[src/rtl/writeback_unit_pkg.sv]
// writeback_unit_pkg: shared widths, zero-register constant and record layouts for the writeback unit.
package writeback_unit_pkg;
  localparam int REGISTER_SIZE = 31;
  localparam int ADDRESS_SIZE = $clog2(REGISTER_SIZE + 1);
  localparam logic [ADDRESS_SIZE-1:0] ZERO_REG = '0;
  typedef struct packed {
    logic [ADDRESS_SIZE-1:0] address;
    logic [REGISTER_SIZE:0] data;
  } late_result_t;
  typedef struct packed {
    logic valid;
    logic write_enable;
    logic [ADDRESS_SIZE-1:0] address;
    logic [REGISTER_SIZE:0] data;
  } wb_entry_t;
endpackage

[src/rtl/writeback_unit_if.sv]
// writeback_unit_if: pipeline, late-result, register-file write and decode bypass signals of the writeback unit.
interface writeback_unit_if;
  import writeback_unit_pkg::*;
  logic mem_valid;
  logic mem_write_enable;
  logic [ADDRESS_SIZE-1:0] mem_write_address;
  logic [REGISTER_SIZE:0] mem_write_data;
  logic pipeline_stall;
  logic pipeline_flush;
  logic late_valid;
  logic [ADDRESS_SIZE-1:0] late_address;
  logic [REGISTER_SIZE:0] late_data;
  logic late_ready;
  logic write_enable;
  logic [ADDRESS_SIZE-1:0] write_address;
  logic [REGISTER_SIZE:0] write_data;
  logic [ADDRESS_SIZE-1:0] read_address_1;
  logic [ADDRESS_SIZE-1:0] read_address_2;
  logic bypass_hit_1;
  logic bypass_hit_2;
  logic [REGISTER_SIZE:0] bypass_data_1;
  logic [REGISTER_SIZE:0] bypass_data_2;
  logic pending_hit_1;
  logic pending_hit_2;
  logic stall_request;
  modport slave (
    input mem_valid, mem_write_enable, mem_write_address, mem_write_data,
    input pipeline_stall, pipeline_flush, late_valid, late_address, late_data,
    input read_address_1, read_address_2,
    output late_ready, write_enable, write_address, write_data,
    output bypass_hit_1, bypass_hit_2, bypass_data_1, bypass_data_2,
    output pending_hit_1, pending_hit_2, stall_request
  );
  modport master (
    output mem_valid, mem_write_enable, mem_write_address, mem_write_data,
    output pipeline_stall, pipeline_flush, late_valid, late_address, late_data,
    output read_address_1, read_address_2,
    input late_ready, write_enable, write_address, write_data,
    input bypass_hit_1, bypass_hit_2, bypass_data_1, bypass_data_2,
    input pending_hit_1, pending_hit_2, stall_request
  );
endinterface

[src/rtl/writeback_unit_late_result_fifo.sv]
// late_result_fifo: small circular buffer of late results exposing every slot's address for the pending compare.
module late_result_fifo
  import writeback_unit_pkg::*;
#(
  parameter int DEPTH = 2
) (
  input  logic clk,
  input  logic rst,
  input  logic push,
  input  logic pop,
  input  late_result_t push_entry,
  output late_result_t head,
  output logic full,
  output logic empty,
  output logic [ADDRESS_SIZE-1:0] entry_address [DEPTH],
  output logic [DEPTH-1:0] entry_live
);
  localparam int PW = DEPTH > 1 ? $clog2(DEPTH) : 1;
  localparam int CW = $clog2(DEPTH + 1);
  late_result_t mem_q [DEPTH];
  logic [PW-1:0] rd_q, rd_d, wr_q, wr_d;
  logic [CW-1:0] cnt_q, cnt_d;
  function automatic logic [PW-1:0] wrap_inc(input logic [PW-1:0] p);
    return int'(p) == DEPTH - 1 ? '0 : p + PW'(1);
  endfunction
  always_comb begin
    rd_d = pop ? wrap_inc(rd_q) : rd_q;
    wr_d = push ? wrap_inc(wr_q) : wr_q;
    cnt_d = cnt_q + CW'(push) - CW'(pop);
    full = int'(cnt_q) == DEPTH;
    empty = cnt_q == '0;
    head = mem_q[rd_q];
    // a slot is live when it sits inside the occupied window and is not the head leaving this cycle
    for (int i = 0; i < DEPTH; i++) begin
      entry_address[i] = mem_q[i].address;
      entry_live[i] = (((i + DEPTH - int'(rd_q)) % DEPTH) < int'(cnt_q)) && !(pop && i == int'(rd_q));
    end
  end
  always_ff @(posedge clk or posedge rst)
    if (rst) begin
      rd_q <= '0;
      wr_q <= '0;
      cnt_q <= '0;
    end else begin
      rd_q <= rd_d;
      wr_q <= wr_d;
      cnt_q <= cnt_d;
    end
  always_ff @(posedge clk)
    if (push) mem_q[wr_q] <= push_entry;
endmodule

[src/rtl/writeback_unit.sv]
// writeback_unit: arbitrates the single register-file write port between the WB register and queued late results,
// and provides same-cycle bypass and pending-result hazard flags to decode.
module writeback_unit
  import writeback_unit_pkg::*;
#(
  parameter int QUEUE_DEPTH = 2
) (
  input logic system_clock,
  input logic reset,
  writeback_unit_if.slave wb
);
  wb_entry_t wb_q, wb_d;
  late_result_t head, push_entry;
  logic full, empty, push, pop, hold, wb_wants, fifo_wins, we;
  logic [ADDRESS_SIZE-1:0] wa;
  logic [REGISTER_SIZE:0] wd;
  logic [ADDRESS_SIZE-1:0] entry_address [QUEUE_DEPTH];
  logic [QUEUE_DEPTH-1:0] entry_live;
  late_result_fifo #(.DEPTH(QUEUE_DEPTH)) u_fifo (
    .clk(system_clock), .rst(reset), .push(push), .pop(pop), .push_entry(push_entry),
    .head(head), .full(full), .empty(empty), .entry_address(entry_address), .entry_live(entry_live)
  );
  always_comb begin
    wb_wants = wb_q.valid & wb_q.write_enable & (wb_q.address != ZERO_REG);
    // a full queue must drain first, otherwise the pipeline result has priority
    fifo_wins = !empty & (full | !wb_wants);
    pop = fifo_wins;
    wb.stall_request = full & wb_wants;
    wb.late_ready = !full | pop;
    push = wb.late_valid & wb.late_ready;
    push_entry = '{address: wb.late_address, data: wb.late_data};
    we = fifo_wins ? head.address != ZERO_REG : wb_wants;
    wa = !we ? ZERO_REG : fifo_wins ? head.address : wb_q.address;
    wd = !we ? '0 : fifo_wins ? head.data : wb_q.data;
    wb.write_enable = we;
    wb.write_address = wa;
    wb.write_data = wd;
    hold = wb.pipeline_stall | wb.stall_request;
    wb_d = hold ? wb_q : '{valid: wb.mem_valid & !wb.pipeline_flush, write_enable: wb.mem_write_enable,
                           address: wb.mem_write_address, data: wb.mem_write_data};
  end
  always_comb begin
    wb.bypass_hit_1 = we & (wb.read_address_1 == wa) & (wb.read_address_1 != ZERO_REG);
    wb.bypass_hit_2 = we & (wb.read_address_2 == wa) & (wb.read_address_2 != ZERO_REG);
    wb.bypass_data_1 = wd;
    wb.bypass_data_2 = wd;
    wb.pending_hit_1 = 1'b0;
    wb.pending_hit_2 = 1'b0;
    for (int i = 0; i < QUEUE_DEPTH; i++) begin
      wb.pending_hit_1 |= entry_live[i] & (entry_address[i] == wb.read_address_1) & (wb.read_address_1 != ZERO_REG);
      wb.pending_hit_2 |= entry_live[i] & (entry_address[i] == wb.read_address_2) & (wb.read_address_2 != ZERO_REG);
    end
  end
  always_ff @(posedge system_clock or posedge reset)
    if (reset) wb_q <= '0;
    else wb_q <= wb_d;
endmodule

[src/flat_wrapper.sv]
// flat-port wrapper written by rule: the top's interface ports become plain ports
module writeback_unit_flat import writeback_unit_pkg::*;
#(
  parameter int QUEUE_DEPTH = 2
)
  (system_clock, reset, wb_mem_valid, wb_mem_write_enable, wb_mem_write_address, wb_mem_write_data, wb_pipeline_stall, wb_pipeline_flush, wb_late_valid, wb_late_address, wb_late_data, wb_read_address_1, wb_read_address_2, wb_late_ready, wb_write_enable, wb_write_address, wb_write_data, wb_bypass_hit_1, wb_bypass_hit_2, wb_bypass_data_1, wb_bypass_data_2, wb_pending_hit_1, wb_pending_hit_2, wb_stall_request);
  writeback_unit_if wb_i ();
  input logic system_clock;
  input logic reset;
  input wire logic [$bits(wb_i.mem_valid)-1:0] wb_mem_valid;
  input wire logic [$bits(wb_i.mem_write_enable)-1:0] wb_mem_write_enable;
  input wire logic [$bits(wb_i.mem_write_address)-1:0] wb_mem_write_address;
  input wire logic [$bits(wb_i.mem_write_data)-1:0] wb_mem_write_data;
  input wire logic [$bits(wb_i.pipeline_stall)-1:0] wb_pipeline_stall;
  input wire logic [$bits(wb_i.pipeline_flush)-1:0] wb_pipeline_flush;
  input wire logic [$bits(wb_i.late_valid)-1:0] wb_late_valid;
  input wire logic [$bits(wb_i.late_address)-1:0] wb_late_address;
  input wire logic [$bits(wb_i.late_data)-1:0] wb_late_data;
  input wire logic [$bits(wb_i.read_address_1)-1:0] wb_read_address_1;
  input wire logic [$bits(wb_i.read_address_2)-1:0] wb_read_address_2;
  output wire logic [$bits(wb_i.late_ready)-1:0] wb_late_ready;
  output wire logic [$bits(wb_i.write_enable)-1:0] wb_write_enable;
  output wire logic [$bits(wb_i.write_address)-1:0] wb_write_address;
  output wire logic [$bits(wb_i.write_data)-1:0] wb_write_data;
  output wire logic [$bits(wb_i.bypass_hit_1)-1:0] wb_bypass_hit_1;
  output wire logic [$bits(wb_i.bypass_hit_2)-1:0] wb_bypass_hit_2;
  output wire logic [$bits(wb_i.bypass_data_1)-1:0] wb_bypass_data_1;
  output wire logic [$bits(wb_i.bypass_data_2)-1:0] wb_bypass_data_2;
  output wire logic [$bits(wb_i.pending_hit_1)-1:0] wb_pending_hit_1;
  output wire logic [$bits(wb_i.pending_hit_2)-1:0] wb_pending_hit_2;
  output wire logic [$bits(wb_i.stall_request)-1:0] wb_stall_request;
  assign wb_i.mem_valid = wb_mem_valid;
  assign wb_i.mem_write_enable = wb_mem_write_enable;
  assign wb_i.mem_write_address = wb_mem_write_address;
  assign wb_i.mem_write_data = wb_mem_write_data;
  assign wb_i.pipeline_stall = wb_pipeline_stall;
  assign wb_i.pipeline_flush = wb_pipeline_flush;
  assign wb_i.late_valid = wb_late_valid;
  assign wb_i.late_address = wb_late_address;
  assign wb_i.late_data = wb_late_data;
  assign wb_i.read_address_1 = wb_read_address_1;
  assign wb_i.read_address_2 = wb_read_address_2;
  assign wb_late_ready = wb_i.late_ready;
  assign wb_write_enable = wb_i.write_enable;
  assign wb_write_address = wb_i.write_address;
  assign wb_write_data = wb_i.write_data;
  assign wb_bypass_hit_1 = wb_i.bypass_hit_1;
  assign wb_bypass_hit_2 = wb_i.bypass_hit_2;
  assign wb_bypass_data_1 = wb_i.bypass_data_1;
  assign wb_bypass_data_2 = wb_i.bypass_data_2;
  assign wb_pending_hit_1 = wb_i.pending_hit_1;
  assign wb_pending_hit_2 = wb_i.pending_hit_2;
  assign wb_stall_request = wb_i.stall_request;
  writeback_unit #(.QUEUE_DEPTH(QUEUE_DEPTH)) u_core (.system_clock(system_clock), .reset(reset), .wb(wb_i));
endmodule
[config.mk]
export PLATFORM = sky130hd
export DESIGN_NAME = writeback_unit_flat
export DESIGN_NICKNAME = d
export VERILOG_FILES = /design/src/rtl/writeback_unit_pkg.sv /design/src/rtl/writeback_unit_if.sv /design/src/rtl/writeback_unit_late_result_fifo.sv /design/src/rtl/writeback_unit.sv /design/src/flat_wrapper.sv
export SDC_FILE = /design/constraint.sdc
export NUM_CORES = 1
export LEC_CHECK = 0
export ABC_AREA = 1
export CORE_UTILIZATION = 51
export DETAILED_ROUTE_END_ITERATION = 8
export GPL_TIMING_DRIVEN = 0
export PLACE_DENSITY = 0.88
export SLEW_MARGIN = 10
export SYNTH_ARGS = -nofsm -noshare
export SYNTH_HDL_FRONTEND = slang
export SYNTH_HIERARCHICAL = 1
export SYNTH_SLANG_ARGS = --single-unit
[constraint.sdc]
create_clock -name system_clock -period 6.7 [get_ports system_clock]
set_clock_uncertainty 0.1 [all_clocks]
set_input_delay 1.34 -clock system_clock [delete_from_list [all_inputs] [get_ports system_clock]]
set_output_delay 1.34 -clock system_clock [all_outputs]
set_load 0.005 [all_outputs]
Word level (Yosys, flattened, before mapping)
Memory sizes are Yosys's and may differ from the RTL's.
Index checks and enable logic that the tools add are counted.
Storage, ports and cells
  register bits: 43
  memory bits (writable): 74
  bits of input ports: 91
  output and inout bits: 108
  memories kept: 1
Memories
  u_core.u_fifo.mem_q: depth 2, width 37, rd ports 3, clocked after Yosys merged registers in 0, wr ports 1, line writeback_unit_late_result_fifo.sv:20  | late_result_t mem_q [DEPTH];
Operators by class
  add/subtract/negate cells: 6
  $lt $le $gt $ge: 2
  eq/ne operators: 7
  mux-type cells: 9
  bitwise operators: 26
  reduce and logical (&&, ||, !) cells: 15
Operator list (number)
  two-way mux 32 bit: 2
  == test 5 bit: 6
  bitwise AND 1 bit: 20
  nonzero test 5 bit: 4
  two-way mux 5 bit: 2
  logical NOT 1 bit: 6
  less-than comparator 2 x 3 -> 1 bit: 2
  subtractor 2 x 1 -> 3 bit (first input constant): 2
  two-way mux 1 bit: 5
  bitwise OR 1 bit: 5
  logical AND 1 bit: 4
  adder 1 bit (second input constant): 2
  adder 2 x 1 -> 2 bit: 1
  == test 2 bit (second input constant): 1
  logical NOT 2 bit: 1
  subtractor 2 x 1 -> 2 bit: 1
  NOT 1 bit: 1

Depth between registers and ports, before layout
  depth after elaboration: 11
  mapped depth: 16

Hierarchy
The synthesis kept the hierarchy.
Modules (own cells, without submodules)
  writeback_unit: instances 1, cells each 545, area each 3344.5 um2, seq. area each 975.9 um2
  late_result_fifo: instances 1, cells each 239, area each 3005.4 um2, seq. area each 2322.2 um2

Worst setup path after synthesis
No wires, ideal clock.
  kind: input -> register
  from: in wb_late_valid
  to: mem u_core/u_fifo/mem_q[0][0] (netlist bit), enable pin
  library setup time: 0.432 ns
  arrival: 3.141 ns
  setup slack: 3.027 ns
  stages on the path: 3
  path buffers: 0
  path through: and2_1 inv_1 nor2_1
On the way
  longest elaborated chain between the ends: 3
RTL lines
  start, declared: line flat_wrapper.sv:16  | input wire logic [$bits(wb_i.late_valid)-1:0] wb_late_valid;
  bitwise AND 1 bit: line writeback_unit.sv:30  | push = wb.late_valid & wb.late_ready;
  two-way mux 1 bit: line writeback_unit_late_result_fifo.sv:50  | if (push) mem_q[wr_q] <= push_entry;
  two-way mux 1 bit (implied by the code): line writeback_unit_late_result_fifo.sv:50
  end, declared: line writeback_unit_late_result_fifo.sv:20
No other way between the ends.

Worst setup path after layout
  from: reg u_core.u_fifo.cnt_q[1]
  to: out wb_pending_hit_1
On the way
  longest elaborated chain between the ends: 9
RTL lines
  start, declared: line writeback_unit_late_result_fifo.sv:22  | logic [CW-1:0] cnt_q, cnt_d;
  start signal, assigned: line writeback_unit_late_result_fifo.sv:47  | cnt_q <= cnt_d;
  logical NOT 2 bit: line writeback_unit_late_result_fifo.sv:31  | empty = cnt_q == '0;
  via u_core.empty: line writeback_unit.sv:14  | logic full, empty, push, pop, hold, wb_wants, fifo_wins, we;
  logical NOT 1 bit: line writeback_unit.sv:26  | fifo_wins = !empty & (full | !wb_wants);
  bitwise AND 1 bit: line writeback_unit.sv:26
  via u_core.fifo_wins: line writeback_unit.sv:14
  logical AND 1 bit: line writeback_unit_late_result_fifo.sv:36  | entry_live[i] = (((i + DEPTH - int'(rd_q)) % DEPTH) < int'(cnt_q)) && !(pop && i == int'(rd_q));
  logical NOT 1 bit: line writeback_unit_late_result_fifo.sv:36
  logical AND 1 bit: line writeback_unit_late_result_fifo.sv:36
  via u_core.entry_live[0]: line writeback_unit.sv:18  | logic [QUEUE_DEPTH-1:0] entry_live;
  bitwise AND 1 bit (2 in a row): line writeback_unit.sv:50  | wb.pending_hit_1 |= entry_live[i] & (entry_address[i] == wb.read_address_1) & (wb.read_address_1 != ZERO_REG);
  bitwise OR 1 bit: line writeback_unit.sv:50
  end, declared: line flat_wrapper.sv:29  | output wire logic [$bits(wb_i.pending_hit_1)-1:0] wb_pending_hit_1;
The timed path passes the listed nets, and every way through them passes these cells.

==> flow_summary.ini <==
[timing]
setup_viol = 0
fin_setup_tns_ns = 0
max_slew_margin_pct = 39.68
tightest_slew_ns = 0.9035
maxSlewViolCount = 0
fin_crit_ns = 4.796
min_period_over_period_pct = 71.59
timing.fmax_mhz = 208.5
rsz0062_at_grt = false
final_hold_viol_count = 0

[synthesis]
synth-seq-cells = 117
synth.yosys.seq_area_share_pct = 51.94
yosys_warnings = 6
synth_cell_types = 30
syn_inst = 784
postSynthNetCount = 877
syn_avg_cell_area_um2 = 8.099
synth_area_mm2 = 0.006350

[hold_path]
min_path_type = reg -> reg

[setup_path]
worstRegToRegCells = 13
critPathLaunch = u_core/u_fifo/cnt_q[1]
critPathArrivalTime_ns = 3.36
critical_path.slowest_cell = clkdlybuf4s50_1
critical_path_class = reg -> out
rr_startpoint = u_core/u_fifo/cnt_q[1]
crit_path_end_kind = primary output
cp_cell_sequence = nor2_1, inv_2, nand2_4, inv_1, buf_2, nand2_1, o21ai_1, nor2_1, o21ai_0, a221oi_1, nand4_1, a21oi_1, clkdlybuf4s50_1
reg2reg_to = u_core/u_fifo/cnt_q[1]
worst-r2r-setup-slack_ns = 4.47
required_ns = 5.26
crit_cells = 13
startpoint_type = flop
crit_path_end = wb_pending_hit_1
critPathMaxFanout = 12
crit_buf_inv = 4
path_common_cell = nor2_1
cp_top_family = buffers and inverters
slowest_delay_ns = 0.53

[cts]
ctsResizeCount = 0
path_clk_slew_ns = 0.05
cts-root-buf = clkbuf_16
cts_hold_buf = 0
cts_sinks = 117
cts_buffers = 17
cts_setup_buffers = 0
h-tree-depth = 4
clk_path_buf_depth = 2
clock_latency_ns = 0.40
cts_tree = yes

[route]
drt-initial-drc-count = 516
wl_um = 17060
wl_per_cell_um = 14.41
num_vias = 5716
vias_per_cell = 4.828
drc = 0
first_pass_iters = 6
antenna_left = 0

[grt]
grt_pass1_vias = 5574
antenna_found_initial = 0
use_met2_pct = 48.29
grt_use_met1_pct = 32.30
gr-total-overflow = 0
grt_max_degree = 38
grt-busiest-layer = met2
grt_util_met3_pct = 6.961
grt_pass1_wl_um = 26720
gr-usage-all-layers_pct = 27.23

[finish]
layout-drive-gt1-share_pct = 14.47
layout_commonest_cell = nand2_1
nets = 1096
num_antenna_cells = 0
layout.cells.non_filler = 1184
final_cell_mix = 400 x nand2_1, 198 x clkdlybuf4s50_1, 82 x buf_4
area_growth_syn_to_layout_pct = 44.35

[run]
maxCapViolations = 0

[placement]
io_buffers = 198
hpwl_um = 12120
gp_congestion = 0.8402
place_inst = 1152

[floorplanning]
dieWidth_um = 113.6
dieArea_mm2 = 0.01290
num_rows = 40
fp.dieH_um = 113.6
ioPinCount = 199
start_util_pct = 52.65
core_area_mm2 = 0.01206

[power_and_ir_drop]
p_clk_share_pct = 19.5
p_switching_uw = 1545
power_per_cell_area_mw_per_mm2 = 489.8
internal_power_uw = 2945
pwr-share-seq_pct = 22.0
leakagePower_uw = 0.004541
combPwrFrac_pct = 58.5
switching_share_pct = 34.40
peakVddDrop_mv = 0.3165

[run_status]
status = complete, no violations
-- registers in the layout (all words and copies together), names as in the netlist --
register             count
u_core/u_fifo/mem_q     74
u_core/wb_q             39
u_core/u_fifo/cnt_q      2
u_core/u_fifo/rd_q       1
u_core/u_fifo/wr_q       1
-- cell type report --
type / instances / area, um^2
buffer: 101 / 723.2
clock buffer: 21 / 450.4
clock inverter: 11 / 126.4
fill: 838 / 2895
inverter: 74 / 277.8
multi-input combinational: 492 / 2058
sequential: 117 / 3298
tap: 168 / 210.2
timing repair buffer: 200 / 2022
-- cells in the mapped netlist (all sizes together) --
cell,number,area (um^2)
nor3,3,15.01
xnor2,1,8.760
and2,1,6.260
o211ai,1,7.510
nand4,4,25.02
xor2,4,35.03
nand2,404,1536
ha,2,25.02
nand3,27,157.7
or2,2,12.52
a221oi,4,35.03
nor2,18,70.07
o22ai,7,43.79
dfrtp,43,1076
buf,101,723.2
o21ai,6,30.03
nand3b,1,7.510
edfxtp,74,2222
a21oi,7,35.03
inv,74,277.8
-- per-layer routing --
metal,share of wire (%),vias up
li1,-,2797
met1,39,2621
met2,51,275
met3,8.3,23
met4,1.3,0
met5,0,-
-- worst min-delay path by stage --
stage	endpoint	slack, ns	start	cells after the start
after floorplan	u_core/wb_q[37]	0.35	u_core/wb_q[37]	2
after global placement	u_core/wb_q[28]	0.36	u_core/wb_q[28]	2
after detailed placement	u_core/wb_q[13]	0.37	u_core/wb_q[13]	2
after CTS	u_core/wb_q[2]	0.38	u_core/wb_q[2]	2
after global routing	u_core/wb_q[12]	0.39	u_core/wb_q[12]	2
final	u_core/wb_q[2]	0.38	u_core/wb_q[2]	2
-- cells by family (layout without fill, tap and decap cells) --
group,count (synthesis),in the layout,share of synthesized area (%)
DFF,117,117,51.94
adders and majority gates,2,2,0.3940
and+or+nand+nor,460,460,28.83
buffers and inverters,175,407,15.76
xor gates and xnor gates,5,5,0.6896
AOI/OAI and AO/OA,25,25,2.384
-- per-stage QoR --
step	area, um^2	power, uW	worst slack (ns)	hold WS, ns	utilization, %
CTS	9166	4504	1.986	0.3815	76.00
detailed placement	8589	3606	2.110	0.3652	71.21
global route	9166	4781	1.614	0.3927	76.00
global placement	8542	3537	1.659	0.3615	70.82
floorplan	6350	2348	3.027	0.3487	-
finish	9166	4490	1.904	0.3807	76.00
-- tightest hold or removal path, delay by kind of cell, from the launching register on --
| family | cells | cell delay (ns) |
|---|---|---|
| flops | 1 | 0.34 |
| simple gates | 2 | 0.11 |
-- power groups by stage --
stage	logic [uW]	clock network, uW	registers, uW
after floorplan	1360	0	985
after global placement	2540	0	996
after detailed placement	2610	0	996
after CTS	2630	886	984
after global routing	2860	922	997
final	2630	877	986
Power figures use the tool's default switching activity.
